[config.mk]
export PLATFORM = sky130hd
export DESIGN_NAME = adder_bist_flat
export DESIGN_NICKNAME = d
export VERILOG_FILES = /design/src/rtl/adder_bist_pkg.sv /design/src/rtl/adder_bist_if.sv /design/src/rtl/adder_bist_golden.sv /design/src/rtl/adder_bist.sv /design/src/flat_wrapper.sv
export SDC_FILE = /design/constraint.sdc
export NUM_CORES = 1
export LEC_CHECK = 0
export CORE_MARGIN = 4
export CORE_UTILIZATION = 40
export DETAILED_ROUTE_END_ITERATION = 10
export HOLD_SLACK_MARGIN = 0.08
export MAX_ROUTING_LAYER = met4
export SYNTH_ARGS = -nofsm -noshare
export SYNTH_HDL_FRONTEND = slang
export SYNTH_SLANG_ARGS = --single-unit
[constraint.sdc]
create_clock -name clk -period 2.6 [get_ports clk]
set_input_delay 0.39 -clock clk [delete_from_list [all_inputs] [get_ports clk]]
set_output_delay 0.39 -clock clk [all_outputs]
set_load 0.02 [all_outputs]
[src/rtl/adder_bist_pkg.sv]
// Shared types, sizes and the golden full-adder function for the adder BIST.
package adder_bist_pkg;

    localparam int unsigned VEC_W   = 3;
    localparam int unsigned NUM_VEC = 8;
    localparam int unsigned CNT_W   = 4;
    localparam int unsigned ERR_W   = 4;

    typedef enum logic [1:0] {
        ST_IDLE = 2'd0,
        ST_RUN  = 2'd1,
        ST_DONE = 2'd2
    } state_e;

    // Returns {cout, sum} for a one-bit full adder.
    function automatic logic [1:0] golden_add(input logic a, input logic b, input logic cin);
        logic sum;
        logic cout;
        sum  = a ^ b ^ cin;
        cout = (a & b) | (a & cin) | (b & cin);
        return {cout, sum};
    endfunction

endpackage

[src/rtl/adder_bist_if.sv]
// Stimulus/response bus between the BIST engine (master) and the adder under test (slave).
interface adder_bist_if;

    logic a_o;
    logic b_o;
    logic cin_o;
    logic sum_i;
    logic cout_i;

    modport master (
        output a_o,
        output b_o,
        output cin_o,
        input  sum_i,
        input  cout_i
    );

    modport slave (
        input  a_o,
        input  b_o,
        input  cin_o,
        output sum_i,
        output cout_i
    );

endinterface

[src/rtl/adder_bist_golden.sv]
// Combinational reference full adder that the BIST compares the target against.
module adder_golden
    import adder_bist_pkg::*;
(
    input  logic a,
    input  logic b,
    input  logic cin,
    output logic sum,
    output logic cout
);

    always_comb begin
        {cout, sum} = golden_add(a, b, cin);
    end

endmodule

[src/rtl/adder_bist.sv]
// Exhaustive 8-vector BIST for a one-bit full adder: drives each vector for
// SETTLE+1 cycles, samples the response at the end of the window and logs failures.
//
// state   | meaning
// --------+---------------------------------------------------------------
// IDLE    | waiting for start; operands and results hold
// RUN     | sweeping vectors 0..7, sampling on the last edge of each window
// DONE    | single cycle: done pulse, pass reflects the completed run
module adder_bist
    import adder_bist_pkg::*;
#(
    parameter int unsigned SETTLE = 1
) (
    input  logic                clk,
    input  logic                rst,
    input  logic                start,
    input  logic                abort,
    adder_bist_if.master        tgt,
    output logic                busy,
    output logic                done,
    output logic                pass,
    output logic [ERR_W-1:0]    err_count,
    output logic [NUM_VEC-1:0]  fail_mask
);

    localparam logic [CNT_W-1:0] SETTLE_TC = CNT_W'(SETTLE);
    localparam logic [VEC_W-1:0] LAST_VEC  = VEC_W'(NUM_VEC - 1);

    state_e               state_q, state_d;
    logic [VEC_W-1:0]     vec_q, vec_d;
    logic [CNT_W-1:0]     cnt_q, cnt_d;
    logic [ERR_W-1:0]     err_q, err_d;
    logic [NUM_VEC-1:0]   mask_q, mask_d;
    logic                 pass_q, pass_d;

    logic gold_sum;
    logic gold_cout;
    logic sample_tc;
    logic last_vec;
    logic mismatch;
    logic accept;

    adder_golden u_golden (
        .a    (vec_q[2]),
        .b    (vec_q[1]),
        .cin  (vec_q[0]),
        .sum  (gold_sum),
        .cout (gold_cout)
    );

    assign sample_tc = (cnt_q == SETTLE_TC);
    assign last_vec  = (vec_q == LAST_VEC);
    assign mismatch  = (tgt.sum_i != gold_sum) || (tgt.cout_i != gold_cout);
    // start together with abort is treated as no request
    assign accept    = start && !abort;

    always_ff @(posedge clk) begin
        if (rst) begin
            state_q <= ST_IDLE;
            vec_q   <= '0;
            cnt_q   <= '0;
            err_q   <= '0;
            mask_q  <= '0;
            pass_q  <= 1'b0;
        end else begin
            state_q <= state_d;
            vec_q   <= vec_d;
            cnt_q   <= cnt_d;
            err_q   <= err_d;
            mask_q  <= mask_d;
            pass_q  <= pass_d;
        end
    end

    always_comb begin
        state_d = state_q;
        unique case (state_q)
            ST_IDLE: if (accept) state_d = ST_RUN;
            ST_RUN: begin
                if (abort)                      state_d = ST_IDLE;
                else if (sample_tc && last_vec) state_d = ST_DONE;
            end
            ST_DONE: state_d = ST_IDLE;
            default: state_d = ST_IDLE;
        endcase
    end

    always_comb begin
        busy = (state_q == ST_RUN);
        done = (state_q == ST_DONE);
    end

    // Abort suppresses every RUN update, so a coinciding sample is dropped.
    always_comb begin
        vec_d  = vec_q;
        cnt_d  = cnt_q;
        err_d  = err_q;
        mask_d = mask_q;
        pass_d = pass_q;
        unique case (state_q)
            ST_IDLE: begin
                if (accept) begin
                    vec_d  = '0;
                    cnt_d  = '0;
                    err_d  = '0;
                    mask_d = '0;
                    pass_d = 1'b0;
                end
            end
            ST_RUN: begin
                if (!abort) begin
                    if (sample_tc) begin
                        cnt_d = '0;
                        if (mismatch) begin
                            mask_d[vec_q] = 1'b1;
                            err_d         = err_q + ERR_W'(1);
                        end
                        if (last_vec) pass_d = (err_d == '0);
                        else          vec_d  = vec_q + VEC_W'(1);
                    end else begin
                        cnt_d = cnt_q + CNT_W'(1);
                    end
                end
            end
            default: ;
        endcase
    end

    assign tgt.a_o   = vec_q[2];
    assign tgt.b_o   = vec_q[1];
    assign tgt.cin_o = vec_q[0];
    assign pass      = pass_q;
    assign err_count = err_q;
    assign fail_mask = mask_q;

endmodule

[src/flat_wrapper.sv]
// flat-port wrapper written by rule: the top's interface ports become plain ports
module adder_bist_flat import adder_bist_pkg::*;
#(
    parameter int unsigned SETTLE = 1
)
  (clk, rst, start, abort, busy, done, pass, err_count, fail_mask, tgt_a_o, tgt_b_o, tgt_cin_o, tgt_sum_i, tgt_cout_i);
  adder_bist_if tgt_i ();
  input  logic clk;
  input  logic rst;
  input  logic start;
  input  logic abort;
  output logic busy;
  output logic done;
  output logic pass;
  output logic [ERR_W-1:0] err_count;
  output logic [NUM_VEC-1:0] fail_mask;
  output wire logic [$bits(tgt_i.a_o)-1:0] tgt_a_o;
  output wire logic [$bits(tgt_i.b_o)-1:0] tgt_b_o;
  output wire logic [$bits(tgt_i.cin_o)-1:0] tgt_cin_o;
  input wire logic [$bits(tgt_i.sum_i)-1:0] tgt_sum_i;
  input wire logic [$bits(tgt_i.cout_i)-1:0] tgt_cout_i;
  assign tgt_a_o = tgt_i.a_o;
  assign tgt_b_o = tgt_i.b_o;
  assign tgt_cin_o = tgt_i.cin_o;
  assign tgt_i.sum_i = tgt_sum_i;
  assign tgt_i.cout_i = tgt_cout_i;
  adder_bist #(.SETTLE(SETTLE)) u_core (.clk(clk), .rst(rst), .start(start), .abort(abort), .tgt(tgt_i), .busy(busy), .done(done), .pass(pass), .err_count(err_count), .fail_mask(fail_mask));
endmodule
# [Word-level counts from Yosys, hierarchy flattened]
# Index checks and enable logic that the tools add are counted.
[word_totals] regBits=22 inputBits=6
[classes] n_addsub=3 reduce_logical=14 n_eq_ne=13 n_bitwise=8 magnitude_cmp=2 n_mux=32
[ops] op="$mux 4" n=9
[ops] op="$mux 8" n=4
[ops] op="$pmux 4 s2" n=2
[ops] op="$pmux 8 s2" n=1
[ops] op="$reduce_and 5->1" n=3
[ops] op="$mux 3" n=4
[ops] op="$add 4x1->4 const B" n=2
[ops] op="$ne 2x1->1 const B" n=4
[ops] op="$or 8x8->8" n=1
[ops] op="$mux 2" n=3
[ops] op="$pmux 3 s2" n=1
[ops] op="$mux 1" n=5
[ops] op="$eq 4x1->1 const B" n=1
[ops] op="$logic_not 4->1" n=1
[ops] op="$lt 3x4->1 const B" n=1
[ops] op="$ne 2x2->1 const B" n=2
[ops] op="$pmux 2 s2" n=1
[ops] op="$reduce_and 4->1" n=1
[ops] op="$add 3x1->3 const B" n=1
[ops] op="$and 1x1->1" n=3
[ops] op="$demux 1 s3" n=1
[ops] op="$eq 3x3->1 const B" n=1
[ops] op="$ge 3x1->1 const B" n=1
[ops] op="$logic_and 1x1->1" n=3
[ops] op="other kinds (13)" n=16

# [Logic depth before layout (Yosys ltp)]
[logic_depth] word_depth=14 mapped_depth=7

# [Hierarchy]
# From an unflattened synthesis, not the netlist that was laid out.
[unflattened] hier_cells=124 area_unflattened_um2=1201.2
[modules_own_cells] mod="adder_bist" cells_each=123 n_inst=1 area_per_inst_um2=1181.1
[modules_own_cells] mod="adder_golden" cells_each=1 n_inst=1 area_per_inst_um2=20.0

# [Least setup slack after synthesis]
# Ideal clock, no wire load.
[synth_timing] kind="reg2reg" startpoint="reg u_core.vec_q[0]" endpoint="reg u_core.err_q[3], in the netlist u_core.err_count[3]" setup_slack_ns=0.394 period_less_slack_ns=2.206 arrival_time_ns=2.132 t_required_ns=2.526 path_stages_with_launch=7 setup_ns=0.074 path_cell_list="dfxtp_1 -> inv_1 -> fa_1 -> xor2_1 -> a21o_1 -> or4_1 -> a31oi_1"
[synth_between] elab_chain_len=12 word_cells_on_any_way=15 cone_classes="2 x eq/ne; 7 x mux; 5 x bitwise; 1 x reduce/logical"
[synth_rtl] element="from (decl)" line="adder_bist.sv:30" rtl="logic [VEC_W-1:0] vec_q, vec_d;"
[synth_rtl] element="from (signal assigned)" line="adder_bist.sv:67" rtl="vec_q <= vec_d;"
[synth_rtl] element="$and 1x1->1" line="adder_bist_pkg.sv:20" rtl="cout = (a & b) | (a & cin) | (b & cin);"
[synth_rtl] element="$or 1x1->1 (2 in series)" line="adder_bist_pkg.sv:20"
[synth_rtl] element="$ne 1x1->1" line="adder_bist.sv:53" rtl="assign mismatch = (tgt.sum_i != gold_sum) || (tgt.cout_i != gold_cout);"
[synth_rtl] element="$logic_or 1x1->1 *" line="adder_bist.sv:53"
[synth_rtl] element="$mux 4 *" line="adder_bist.sv:114" rtl="if (mismatch) begin"
[synth_rtl] element="$mux 4 *" line="adder_bist.sv:112" rtl="if (sample_tc) begin"
[synth_rtl] element="$mux 4 *" line="adder_bist.sv:111" rtl="if (!abort) begin"
[synth_rtl] element="$mux 4 *" line="adder_bist.sv:100" rtl="unique case (state_q)"
[synth_rtl] element="$mux 4 *" line="adder_bist.sv:112"
[synth_rtl] element="$mux 4 *" line="adder_bist.sv:111"
[synth_rtl] element="$pmux 4 s2 *" line="adder_bist.sv:100"
[synth_rtl] element="to (signal assigned)" line="adder_bist.sv:69" rtl="err_q <= err_d;"
[synth_rtl] element="to (decl)" line="adder_bist.sv:32" rtl="logic [ERR_W-1:0] err_q, err_d;"
# Mark *: on every way between the ends. The rest lies on a longest branch, timed or not. The select of a mux whose other input is x is not followed.
# A chain may end at the register's enable or synchronous reset.

# [Final worst setup path]
[layout_timing] startpoint="reg u_core.vec_q[0]" endpoint="reg u_core.mask_q[7], in the netlist u_core.fail_mask[7]"
[layout_between] elab_chain_len=9 word_cells_on_any_way=20 cone_classes="2 x order compare; 3 x eq/ne; 6 x mux; 6 x bitwise; 3 x reduce/logical"
[layout_rtl] element="$lt 3x4->1 (not written as such) or $ge 3x1->1 (tied branches)" line="adder_bist.sv:115" rtl="mask_d[vec_q] = 1'b1;"
[layout_rtl] element="$logic_and 1x1->1 (not written as such)" line="adder_bist.sv:115"
[layout_rtl] element="$mux 1 (not written as such)" line="adder_bist.sv:115"
[layout_rtl] element="$demux 1 s3"
[layout_rtl] element="$or 8x8->8 (no line)"
[layout_rtl] element="$mux 8" line="adder_bist.sv:114"
[layout_rtl] element="$mux 8" line="adder_bist.sv:112"
[layout_rtl] element="$mux 8" line="adder_bist.sv:111"
[layout_rtl] element="$pmux 8 s2" line="adder_bist.sv:100"
[layout_rtl] element="to (signal assigned)" line="adder_bist.sv:70" rtl="mask_q <= mask_d;"
[layout_rtl] element="to (decl)" line="adder_bist.sv:33" rtl="logic [NUM_VEC-1:0] mask_q, mask_d;"
# Several ways; a longest one is shown, not always the timed one. The select of a mux whose other input is x is not followed.

==> impl_metrics.env <==
export IMPL_status="finished clean"
export IMPL_max_freq_mhz=427
export IMPL_reg2regPathDepth=6
export IMPL_synth_seq_cells=22
export IMPL_power_density_nw_per_um2=446
export IMPL_maxCapViolCount=0
export IMPL_coreArea_um2=2830
export IMPL_firstDrtPassIters=4
export IMPL_nNetsFinal=176
export IMPL_gr_usage_all_layers_pct=16.2
export IMPL_critical_path_class="flop to flop"
export IMPL_peakVddDrop_uv=221
export IMPL_synth_area_per_cell_um2=8.98
export IMPL_fin_hold_ws_ns=0.487
export IMPL_start_kind="flop"
export IMPL_ys_warn_count=0
export IMPL_worstSkewPairLatency_ns=0.32
export IMPL_grt_overflow=0
export IMPL_hold_class="flop to flop"
export IMPL_synth_async_reset_ratio_pct=0
export IMPL_syn_to_final_growth_pct=25.5
export IMPL_finalWirelength_um=2850
export IMPL_routedWlPerCell_um=15.0
export IMPL_synth_top_cell_area_share_pct=36.3
export IMPL_rows=19
export IMPL_grt_use_met2_pct=24.1
export IMPL_ioPinCount=24
export IMPL_cts_sinks=22
export IMPL_ctsHoldBuffers=0
export IMPL_cp_arrival_ns=2.58
export IMPL_finalHoldViolations=0
export IMPL_cts_root_buf="clkbuf_4"
export IMPL_drc_errors=0
export IMPL_die_h_um=63.1
export IMPL_grtUsageMet1_pct=21.9
export IMPL_vias_per_cell=5.68
export IMPL_busiest_layer="met2"
export IMPL_finClkSkew_ns=0.00698
export IMPL_synth_seq_area_share_pct=36.3
export IMPL_initial_utilization_pct=42.9
export IMPL_critPathCaptureType="flop"
export IMPL_die_x_um=63.1
export IMPL_finalSetupTns_ns=0
export IMPL_dr_first_iter_drc_count=51
export IMPL_cp_cell_sequence="inv_1 > fa_1 > xnor2_1 > nor3_1 > nor2_1 > a32o_1"
export IMPL_die_area_um2=3980
export IMPL_grt_max_degree=15
export IMPL_synth_edff_count=0
export IMPL_worst_path_buf_inv=1
export IMPL_fin_crit_ns=2.34
export IMPL_cp_depth=6
export IMPL_diodes=0
export IMPL_grt_pass1_vias=1060
export IMPL_maxSlewViolCount=0
export IMPL_drtAntennaViolNets=0
export IMPL_port_buffers=23
export IMPL_cts_setup_buffers=0
export IMPL_hold_depth=1
export IMPL_cp_top_family="adder cells"
export IMPL_slew_limit_headroom_pct=41.8
export IMPL_grt_use_met3_pct=2.66
export IMPL_clk_pin_slew_ns=0.13
export IMPL_critPathMaxStageDelay_ns=0.61
export IMPL_cts_tree="done"
export IMPL_yosys_area_top_type="dfxtp_1"
export IMPL_drive_above_1_share_pct=7.55
export IMPL_synth_ff_type="dfxtp_1"
export IMPL_place_ws_ns=0.292
export IMPL_synth_fp_nets=151
export IMPL_antenna_found_initial=0
export IMPL_grt_pass1_wl_um=5040
export IMPL_cts_resized=0
export IMPL_setup_viol=0
export IMPL_synth_cell_area_um2=1210
export IMPL_finalCritPeriodShare_pct=90.2
export IMPL_htree_levels=1
export IMPL_rsz0062_at_grt="false"
export IMPL_tightest_slew_ns=0.869
export IMPL_synthTopCellsByArea="dfxtp_1, ha_1, a21oi_1"
export IMPL_timing_final_ws_setup_ns=0.256
export IMPL_gp_congestion=0.844
export IMPL_yosysUniqueCellTypes=38
export IMPL_crit_fanout=9
export IMPL_slowest_stage="fa_1"
export IMPL_postSynthCellCount=135
export IMPL_leakage_nw=0.540
export IMPL_numCtsBuffers=3
export IMPL_vias=1079
export IMPL_clock_path_buffers=2
export IMPL_hpwl_um=2120
export IMPL_cp_data_required_time_ns=2.83
[power breakdown]
| group | internal [W] | switching (W) |
|---|---|---|
| Combinational | 0.0000261 | 0.0000393 |
| Sequential | 0.000340 | 0.00000372 |
| Clock | 0.000156 | 0.000113 |
[placed cells by master (no fill, tap or decap), types with 2 or more instances in the layout]
| cell type | synthesis | final |
|---|---|---|
| clkdlybuf4s50_1 | 0 | 23 |
| dfxtp_1 | 22 | 22 |
| a21oi_1 | 11 | 11 |
| nor2_1 | 10 | 10 |
| o21ai_0 | 10 | 10 |
| ha_1 | 9 | 9 |
| inv_1 | 7 | 7 |
| nand3_1 | 6 | 6 |
| nand2_1 | 5 | 5 |
| and2_1 | 4 | 4 |
| a22o_1 | 4 | 4 |
| a32o_1 | 4 | 4 |
| nand2b_1 | 3 | 3 |
| nor3_1 | 3 | 3 |
| or4_1 | 3 | 3 |
| a211oi_1 | 3 | 3 |
| clkbuf_4 | 0 | 3 |
| nor2b_1 | 2 | 2 |
| a31oi_1 | 2 | 2 |
| xnor2_1 | 2 | 2 |
| nand3b_1 | 2 | 2 |
| mux2i_1 | 2 | 2 |
| nor4_1 | 2 | 2 |
| xor2_1 | 2 | 2 |
[synthesized netlist by cell type, drive strengths merged, types with 3 or more instances]
master	number
nand2	5
and2	4
nor2	10
a32o	4
o21ai	10
or4	3
nand2b	3
nand3	6
a22o	4
inv	7
dfxtp	22
a21oi	11
ha	9
a211oi	3
nor3	4
nor4	3
[through the flow]
stage / power (W) / std cells / cell area, um2 / utilization, %
6_report: 0.000678 / 190 / 1520 / 53.8
5_1_grt: 0.000705 / 190 / 1520 / 53.8
4_1_cts: 0.000681 / 190 / 1520 / 53.8
3_5_place_dp: 0.000417 / 186 / 1470 / 51.9
3_3_place_gp: 0.000416 / 186 / 1470 / 51.9
2_1_floorplan: 0.000392 / 135 / 1210 / -
[worst paths after layout]
check / start / to / slack (ns)
max: u_core.vec_q[0] / u_core.fail_mask[7] / 0.26
min: u_core.fail_mask[1] / u_core.fail_mask[1] / 0.49
max reg2reg: u_core.vec_q[0] / u_core.fail_mask[7] / 0.26
min reg2reg: u_core.fail_mask[1] / u_core.fail_mask[1] / 0.49
[per-layer routing]
layer / vias up / wire [um] / share of wire [%]
li1: 547 / - / -
met1: 498 / 1450 / 51
met2: 29 / 1240 / 43
met3: 5 / 110 / 3.9
met4: 0 / 48 / 1.7
met5: - / 0 / 0
[area by class of cell]
class | instances | area, um2
Timing Repair Buffer | 24 | 238
Tap cell | 31 | 38.8
Inverter | 7 | 26.3
Clock inverter | 1 | 30.0
Fill cell | 264 | 1310
Multi-Input combinational cell | 102 | 726
Sequential cell | 22 | 440
Clock buffer | 3 | 22.5
[worst register-to-register path: cells and delay by family (launching register included)]
family                     cells  cell delay [ns]
adders and majority gates      1             0.61
DFF                            1             0.53
and+or+nand+nor                2             0.56
xor gates and xnor gates       1             0.13
buffers and inverters          1             0.13
AOI/OAI and AO/OA              1             0.29
[kinds of logic (layout without fill, tap and decap cells)]
logic type | after synthesis | after routing | share of synthesized area, %
and+or+nand+nor | 46 | 46 | 21.8
AOI/OAI and AO/OA | 40 | 40 | 22.6
DFF | 22 | 22 | 36.3
buffers and inverters | 11 | 35 | 3.82
adders and majority gates | 10 | 10 | 10.9
xor gates and xnor gates | 4 | 4 | 2.89
muxes | 2 | 2 | 1.65
[sequential cells by signal (all words and copies together), names as in the netlist]
name and flops:
u_core.vec_q 3, u_core.fail_mask 8, u_core.cnt_q 4, u_core.err_count 4, u_core.pass 1, u_core.state_q 2
No activity file was read; power rests on OpenSTA's default activity.
